### src/rtl/clk_align_fsm.sv
// ECLKSYNC phase aligner: slips the divider with eclk_stop pulses until a filtered 00 -> 01
// phase transition is seen. Define CLK_ALIGN_RELOCK_EN to keep watching the phase after lock.
module clk_align_fsm #(
    parameter int unsigned SETTLE_CYCLES = 16,
    parameter int unsigned FILTER_LEN    = 8,
    parameter int unsigned STOP_CYCLES   = 4,
    parameter int unsigned MAX_TRIES     = 15
) (
    input  logic       sclk,
    input  logic       reset,
    input  logic [1:0] align_status,
    input  logic       restart,
    output logic       eclk_stop,
    output logic       lock,
    output logic       fail,
    output logic [3:0] tries
);

    localparam int unsigned CntMax = (SETTLE_CYCLES > STOP_CYCLES) ? SETTLE_CYCLES : STOP_CYCLES;
    localparam int unsigned CntW   = $clog2(CntMax + 1);
    localparam int unsigned RunW   = $clog2(FILTER_LEN + 1);

    localparam logic [CntW-1:0] SettleLast = CntW'(SETTLE_CYCLES - 1);
    localparam logic [CntW-1:0] StopLast   = CntW'(STOP_CYCLES - 1);
    localparam logic [RunW-1:0] RunFull    = RunW'(FILTER_LEN);
    localparam logic [3:0]      TriesMax   = 4'(MAX_TRIES);

    typedef enum logic [2:0] {
        StSettle,
        StSample,
        StStop,
        StLocked,
        StFail
    } state_e;

    state_e          state_q, state_d;
    logic [CntW-1:0] cnt_q, cnt_d;
    logic [RunW-1:0] run_q, run_d;
    logic [RunW-1:0] run_nxt;
    logic [1:0]      s_q, s_prev_q;
    logic [1:0]      prev_f_q, prev_f_d;
    logic [3:0]      tries_q, tries_d;
    logic [3:0]      tries_inc;
    logic            stop_q, stop_d;
    logic            lock_q, lock_d;
    logic            fail_q, fail_d;
    logic            filt_ok;

    // Run length of identical samples; held at FILTER_LEN so a steady input keeps qualifying.
    always_comb begin
        run_nxt = RunW'(1);
        if (s_q == s_prev_q) begin
            run_nxt = (run_q == RunFull) ? RunFull : run_q + 1'b1;
        end
        filt_ok   = (run_nxt == RunFull);
        tries_inc = (tries_q == 4'hf) ? 4'hf : tries_q + 4'd1;
    end

    always_comb begin
        state_d  = state_q;
        cnt_d    = cnt_q;
        run_d    = run_q;
        prev_f_d = prev_f_q;
        tries_d  = tries_q;

        unique case (state_q)
            StSettle: begin
                if (cnt_q == SettleLast) begin
                    state_d = StSample;
                    cnt_d   = '0;
                    run_d   = '0;
                end else begin
                    cnt_d = cnt_q + 1'b1;
                end
            end
            StSample: begin
                run_d = run_nxt;
                if (filt_ok) begin
                    if (s_q == 2'b01 && prev_f_q == 2'b00) begin
                        state_d = StLocked;
                        run_d   = '0;
                    end else begin
                        prev_f_d = s_q;
                        if (tries_q == TriesMax) begin
                            state_d = StFail;
                        end else begin
                            state_d = StStop;
                            cnt_d   = '0;
                            tries_d = tries_inc;
                        end
                    end
                end
            end
            StStop: begin
                if (cnt_q == StopLast) begin
                    state_d = StSettle;
                    cnt_d   = '0;
                end else begin
                    cnt_d = cnt_q + 1'b1;
                end
            end
            StLocked: begin
`ifdef CLK_ALIGN_RELOCK_EN
                run_d = run_nxt;
                if (filt_ok && s_q != 2'b01) begin
                    state_d  = StStop;
                    cnt_d    = '0;
                    prev_f_d = 2'b11;
                    tries_d  = tries_inc;
                end
`endif
            end
            StFail: begin
                state_d = StFail;
            end
            default: begin
                state_d = StSettle;
                cnt_d   = '0;
            end
        endcase

        // Restart outranks any decision taken above in the same cycle.
        if (restart) begin
            state_d  = StSettle;
            cnt_d    = '0;
            run_d    = '0;
            prev_f_d = 2'b11;
            tries_d  = '0;
        end

        stop_d = (state_d == StStop);
        lock_d = (state_d == StLocked);
        fail_d = (state_d == StFail);
    end

    always_ff @(posedge sclk) begin
        if (reset) begin
            state_q  <= StSettle;
            cnt_q    <= '0;
            run_q    <= '0;
            s_q      <= '0;
            s_prev_q <= '0;
            prev_f_q <= 2'b11;
            tries_q  <= '0;
            stop_q   <= 1'b0;
            lock_q   <= 1'b0;
            fail_q   <= 1'b0;
        end else begin
            state_q  <= state_d;
            cnt_q    <= cnt_d;
            run_q    <= run_d;
            s_q      <= align_status;
            s_prev_q <= s_q;
            prev_f_q <= prev_f_d;
            tries_q  <= tries_d;
            stop_q   <= stop_d;
            lock_q   <= lock_d;
            fail_q   <= fail_d;
        end
    end

    assign eclk_stop = stop_q;
    assign lock      = lock_q;
    assign fail      = fail_q;
    assign tries     = tries_q;

endmodule

### config.mk
export PLATFORM = sky130hd
export DESIGN_NAME = clk_align_fsm
export DESIGN_NICKNAME = d
export VERILOG_FILES = /design/src/rtl/clk_align_fsm.sv
export SDC_FILE = /design/constraint.sdc
export NUM_CORES = 1
export LEC_CHECK = 0
export ABC_AREA = 0
export CORE_MARGIN = 2
export CORE_UTILIZATION = 56
export CTS_CLUSTER_SIZE = 30
export DETAILED_ROUTE_END_ITERATION = 12
export PLACE_DENSITY = 0.78
export SLEW_MARGIN = 20
export SYNTH_ARGS = -nofsm -noshare
export SYNTH_HDL_FRONTEND = slang
export SYNTH_SLANG_ARGS = --single-unit
### constraint.sdc
create_clock -name sclk -period 2.29 [get_ports sclk]
set_input_delay 0.5725 -clock sclk [delete_from_list [all_inputs] [get_ports sclk]]
set_output_delay 0.5725 -clock sclk [all_outputs]
set_load 0.005 [all_outputs]
* Word-level counts from Yosys, hierarchy flattened
Cells that the tools add are included.
Storage, ports and cells: register bits 25, bits of input ports 5, output and inout port bits 7, logic and storage cells 63
Cells by class: add/subtract/negate cells 3, equal/unequal tests 18, multiplexer cells 19, bitwise logic cells 3, reduce and logical (&&, ||, !) cells 10
Operators with widths (number):
- 5-bit 2-to-1 mux | 5
- 4-bit 2-to-1 mux | 5
- 5-bit case mux with 4 select lines | 1
- 3-bit 2-to-1 mux | 6
- 3-bit case mux with 5 select lines | 1
- 3-bit by 2-bit == test with 1-bit output (second input constant) | 4
- 4-bit == test (second input constant) | 3
- 4-bit by 1-bit adder with 4-bit output (second input constant) | 2
- 2-bit inequality test (second input constant) | 4
- 4-bit case mux with 2 select lines | 1
- 4-bit AND reduction | 2
- 3-bit == test (second input constant) | 2
- 5-bit by 1-bit adder with 5-bit output (second input constant) | 1
- 5-bit by 2-bit == test with 1-bit output (second input constant) | 1
- 5-bit by 4-bit == test with 1-bit output (second input constant) | 1
- 2-bit OR reduction | 2
- 3-bit by 1-bit == test with 1-bit output (second input constant) | 1
- 3-bit zero test | 1
- 1-bit inverter | 3
- 3-bit AND reduction | 1
- 2-bit by 1-bit == test with 1-bit output (second input constant) | 1
- 2-bit == test | 1
- 2-bit zero test | 1
- 2-bit AND reduction | 1
- other kinds (2) | 2

* Longest topological paths before layout
word-level depth 8, gate-level depth with buffers 9, gate-level depth less buffers 9

* Worst setup path before layout
OpenSTA, ideal clock, no wires.
path type flip-flop to flip-flop, start point reg run_q[0], end point reg tries_q[2], in the netlist tries[2], setup time 0.115 ns, data arrival time 1.867 ns, required time 2.175 ns, path slack 0.308 ns, stages on the path, launching flop included 7, clock period less this slack 1.982 ns, path through dfxtp_1 > ha_1 > nor2b_1 > a211oi_4 > nand3_4 > or4b_1 > and3_1
Between the ends: cells in the longest elaborated chain, start to end 5
RTL lines:
- from (decl) | line 38 | logic [RunW-1:0] run_q, run_d;
- from (signal assigned) | line 151 | run_q <= run_d;
- 4-bit by 1-bit adder with 4-bit output / 4-bit == test (equally long branches) | line 53 | run_nxt = (run_q == RunFull) ? RunFull : run_q + 1'b1;
- 4-bit 2-to-1 mux * | line 53
- 4-bit 2-to-1 mux * | line 52 | if (s_q == s_prev_q) begin
- 4-bit == test * | line 55 | filt_ok = (run_nxt == RunFull);
- 4-bit AND reduction (no line) *
- to (signal assigned) | line 155 | tries_q <= tries_d;
- to (decl) | line 42 | logic [3:0] tries_q, tries_d;
Mark *: on every way between the ends. The rest lies on a longest branch, timed or not. A chain may end at the register's enable or synchronous reset.

* Worst setup path after layout
Ends and elaborated chain as after synthesis.

==> flow_metrics.tcl <==
set metrics [dict create \
    grt_pass1_wl_um 5040 \
    design.portCount 12 \
    worst_r2r_path_depth 6 \
    cpPeakStageDelay_ns 0.54 \
    cts_root_buf "clkbuf_4" \
    drt_pre_antenna_iters 4 \
    worst_skew_pair.late_latency_ns 0.32 \
    finalHoldWorstSlack_ns 0.516 \
    synth_ff_type "dfxtp_1" \
    rsz0062_at_grt "no" \
    htree_levels 1 \
    route.detailed.wl_per_inst_um 14.7 \
    layout-drive-gt1-share_pct 12.7 \
    antenna_cells 0 \
    critPathLaunchType "register" \
    critical_path_arrival_ns 2.35 \
    clk_buf_depth 2 \
    antenna_left 0 \
    cp.buffers_inverters 0 \
    antenna_found_initial 0 \
    postCtsSetupRepairBufs 0 \
    cts.reportedPaths.clkPinSlew_ns 0.13 \
    final.setup_skew_ns 0.00127 \
    layout.nets 177 \
    tritoncts.num_buffers 3 \
    dp_hpwl_um 2150 \
    critPathSlowestCell "or4b_1" \
    ys_types 49 \
    critical_path_required_ns 2.51 \
    holdBufCountCts 0 \
    port_buffers 11 \
    path_max_fanout 9 \
    largest_net_degree_at_the_start_of_global_routing 14 \
    detailroute.via_count 1160 \
    initial_core_util_pct 59.6 \
    synthesis.nets 158 \
    worst_setup_path_end_kind "register" \
    grt_util_all_layers_pct 24.7 \
    via_per_inst 6.01 \
    clock_tree_from_tritoncts "built" \
    via_count_of_the_first_global_routing_pass 1102 \
    grt_remaining_overflow 0 \
    path_depth 6 \
    min_delay_path_depth 1 \
    rows 17 \
    min_period_over_period_pct 92.7 \
    cp_cell_sequence "ha_1, nor2b_1, a211oi_4, nand3_4, or4b_1, and3_1" \
    area_after_detailed_placement_um2 1500 \
    critical_path.startpoint "run_q[0]$_SDFFE_PP0P_" \
    detail_route.iter0.violations 32 \
    finalSetupViolCount 0 \
    finalHoldViolations 0 \
    ys_seq_area_share_pct 37.6 \
    final_design_area_no_fill_um2 1530 \
    finalWorstPathRequiredPeriod_ns 2.12 \
    tightestPinTransition_ns 0.566 \
    detail_route.drc_violations 0 \
    synthesized_area_divided_by_synthesized_cell_count_um2 9.06 \
    power.density_nw_per_um2 439 \
    design.core.area_um2 2230 \
    synth.ff_latch_count 25 \
    synthesis.instances 147 \
    filler_cell_count 193 \
    relSlewSlack_pct 61.7 \
    cts-resized-gates 0 \
    cts_sinks 25 \
    tns_ns 0 \
    slew_violations 0 \
    p_leak_uw 0.000587 \
    synth_warnings 0 \
    status "finished, final reports clean" \
    syn_area_um2 1330 \
    routability_congestion 0.792 \
    criticalPathCategory "reg2reg" \
    worst_r2r_startpoint "run_q[0]$_SDFFE_PP0P_" \
    synth-async-reset-ratio_pct 0 \
    worst_path_dominant_cell_family "simple AND/OR/NAND/NOR gates" \
    hold_class "reg2reg" \
    vdd_ir_drop_max_mv 0.331 \
    post_synth_edffs 0 \
    fmaxAchievable_mhz 471 \
    die_y_um 52.8 \
    hp-start "cnt_q[0]$_SDFFE_PP0P_" \
    max-cap-violations 0 \
    area.growth.synth_to_final_pct 14.8 \
    floorplan.die.width_um 52.8 \
    die_footprint_um2 2780 \
    drt_wl_total_um 2840 \
]
[worst paths after layout]
path	to	slack [ns]
worst max-delay path	tries[2]$_SDFFE_PP0P_	0.17
worst min-delay path	cnt_q[0]$_SDFFE_PP0P_	0.52
worst max register to register	tries[2]$_SDFFE_PP0P_	0.17
worst min register to register	cnt_q[0]$_SDFFE_PP0P_	0.52
[layout make-up]
class	instances	area (um2)	share of cell area [%]
repair buffers	18	163	10.6
inverters	6	22.5	1.47
multi-input cells	112	782	51.1
clock buffers	4	26.3	1.72
well taps	28	35.0	2.29
flip-flops and latches	25	500	32.7
[per-stage QoR]
| step | total power [uW] | instances | setup WS (ns) | utilization [%] |
|---|---|---|---|---|
| after floorplan | 468 | 147 | 0.308 | - |
| after global placement | 484 | 189 | 0.268 | 67.3 |
| after detailed placement | 485 | 189 | 0.198 | 67.3 |
| after CTS | 676 | 193 | 0.163 | 68.5 |
| after global routing | 696 | 193 | 0.0612 | 68.5 |
| final | 672 | 193 | 0.167 | 68.5 |
[layer usage]
metal	routed length (um)	global-route usage [%]
met2	1360	40.6
met1	1300	32.0
met3	124	2.86
met4	49	11.5
met5	0	0
[flip-flops by register name, summed over array words and instances, names as in the netlist]
name	cells
s_q	2
fail	1
prev_f_q	2
eclk_stop	1
cnt_q	5
tries	4
s_prev_q	2
lock	1
state_q	3
run_q	4
[cell usage after synthesis (2+ instances only)]
cell type	n	share of area, %
o21ai_0	5	1.9
clkbuf_1	2	0.56
dfxtp_1	25	38
o41ai_1	2	1.3
nand3_1	6	2.3
ha_1	6	5.6
or2_2	2	0.94
nor2b_1	7	3.3
nand2_1	10	2.8
a21oi_1	5	1.9
a211oi_1	2	1.1
mux2i_1	3	2.3
nand2b_1	4	1.9
and3_1	2	0.94
nand4_1	2	0.94
and3b_1	2	1.3
inv_1	6	1.7
o21ai_1	4	1.5
nor2_1	17	4.8
xnor2_1	3	2.0
o211ai_1	2	1.1
or4_1	2	1.1
a41oi_1	2	1.3
[cells in the final DEF, fill, tap and decap left out, types with 2 or more instances in the layout]
cell / instances
dfxtp_1: 25
nor2_1: 17
clkdlybuf4s50_1: 11
nand2_1: 10
nor2b_1: 7
buf_4: 7
inv_1: 6
nand3_1: 6
ha_1: 6
a21oi_1: 5
o21ai_0: 5
nand2b_1: 4
o21ai_1: 4
xnor2_1: 3
mux2i_1: 3
clkbuf_4: 3
or2_2: 2
and3_1: 2
and3b_1: 2
a41oi_1: 2
o211ai_1: 2
nand4_1: 2
o41ai_1: 2
or4_1: 2
a211oi_1: 2
[logic make-up (layout without fill, tap and decap cells)]
kind of cell | Yosys count | after routing | synth area share (%)
compound gates | 32 | 32 | 17.7
xor+xnor | 5 | 5 | 3.85
fa+ha+maj | 6 | 6 | 5.64
buf+inv | 10 | 28 | 3.67
flops | 25 | 25 | 37.6
mux | 3 | 3 | 2.26
simple gates | 66 | 66 | 29.3
[power by group]
group	switching, uW	internal, uW
Sequential	4.86	440
Clock	128	68.2
Combinational	14.4	16.4
Note: power is estimated with default switching activity, not from simulation.
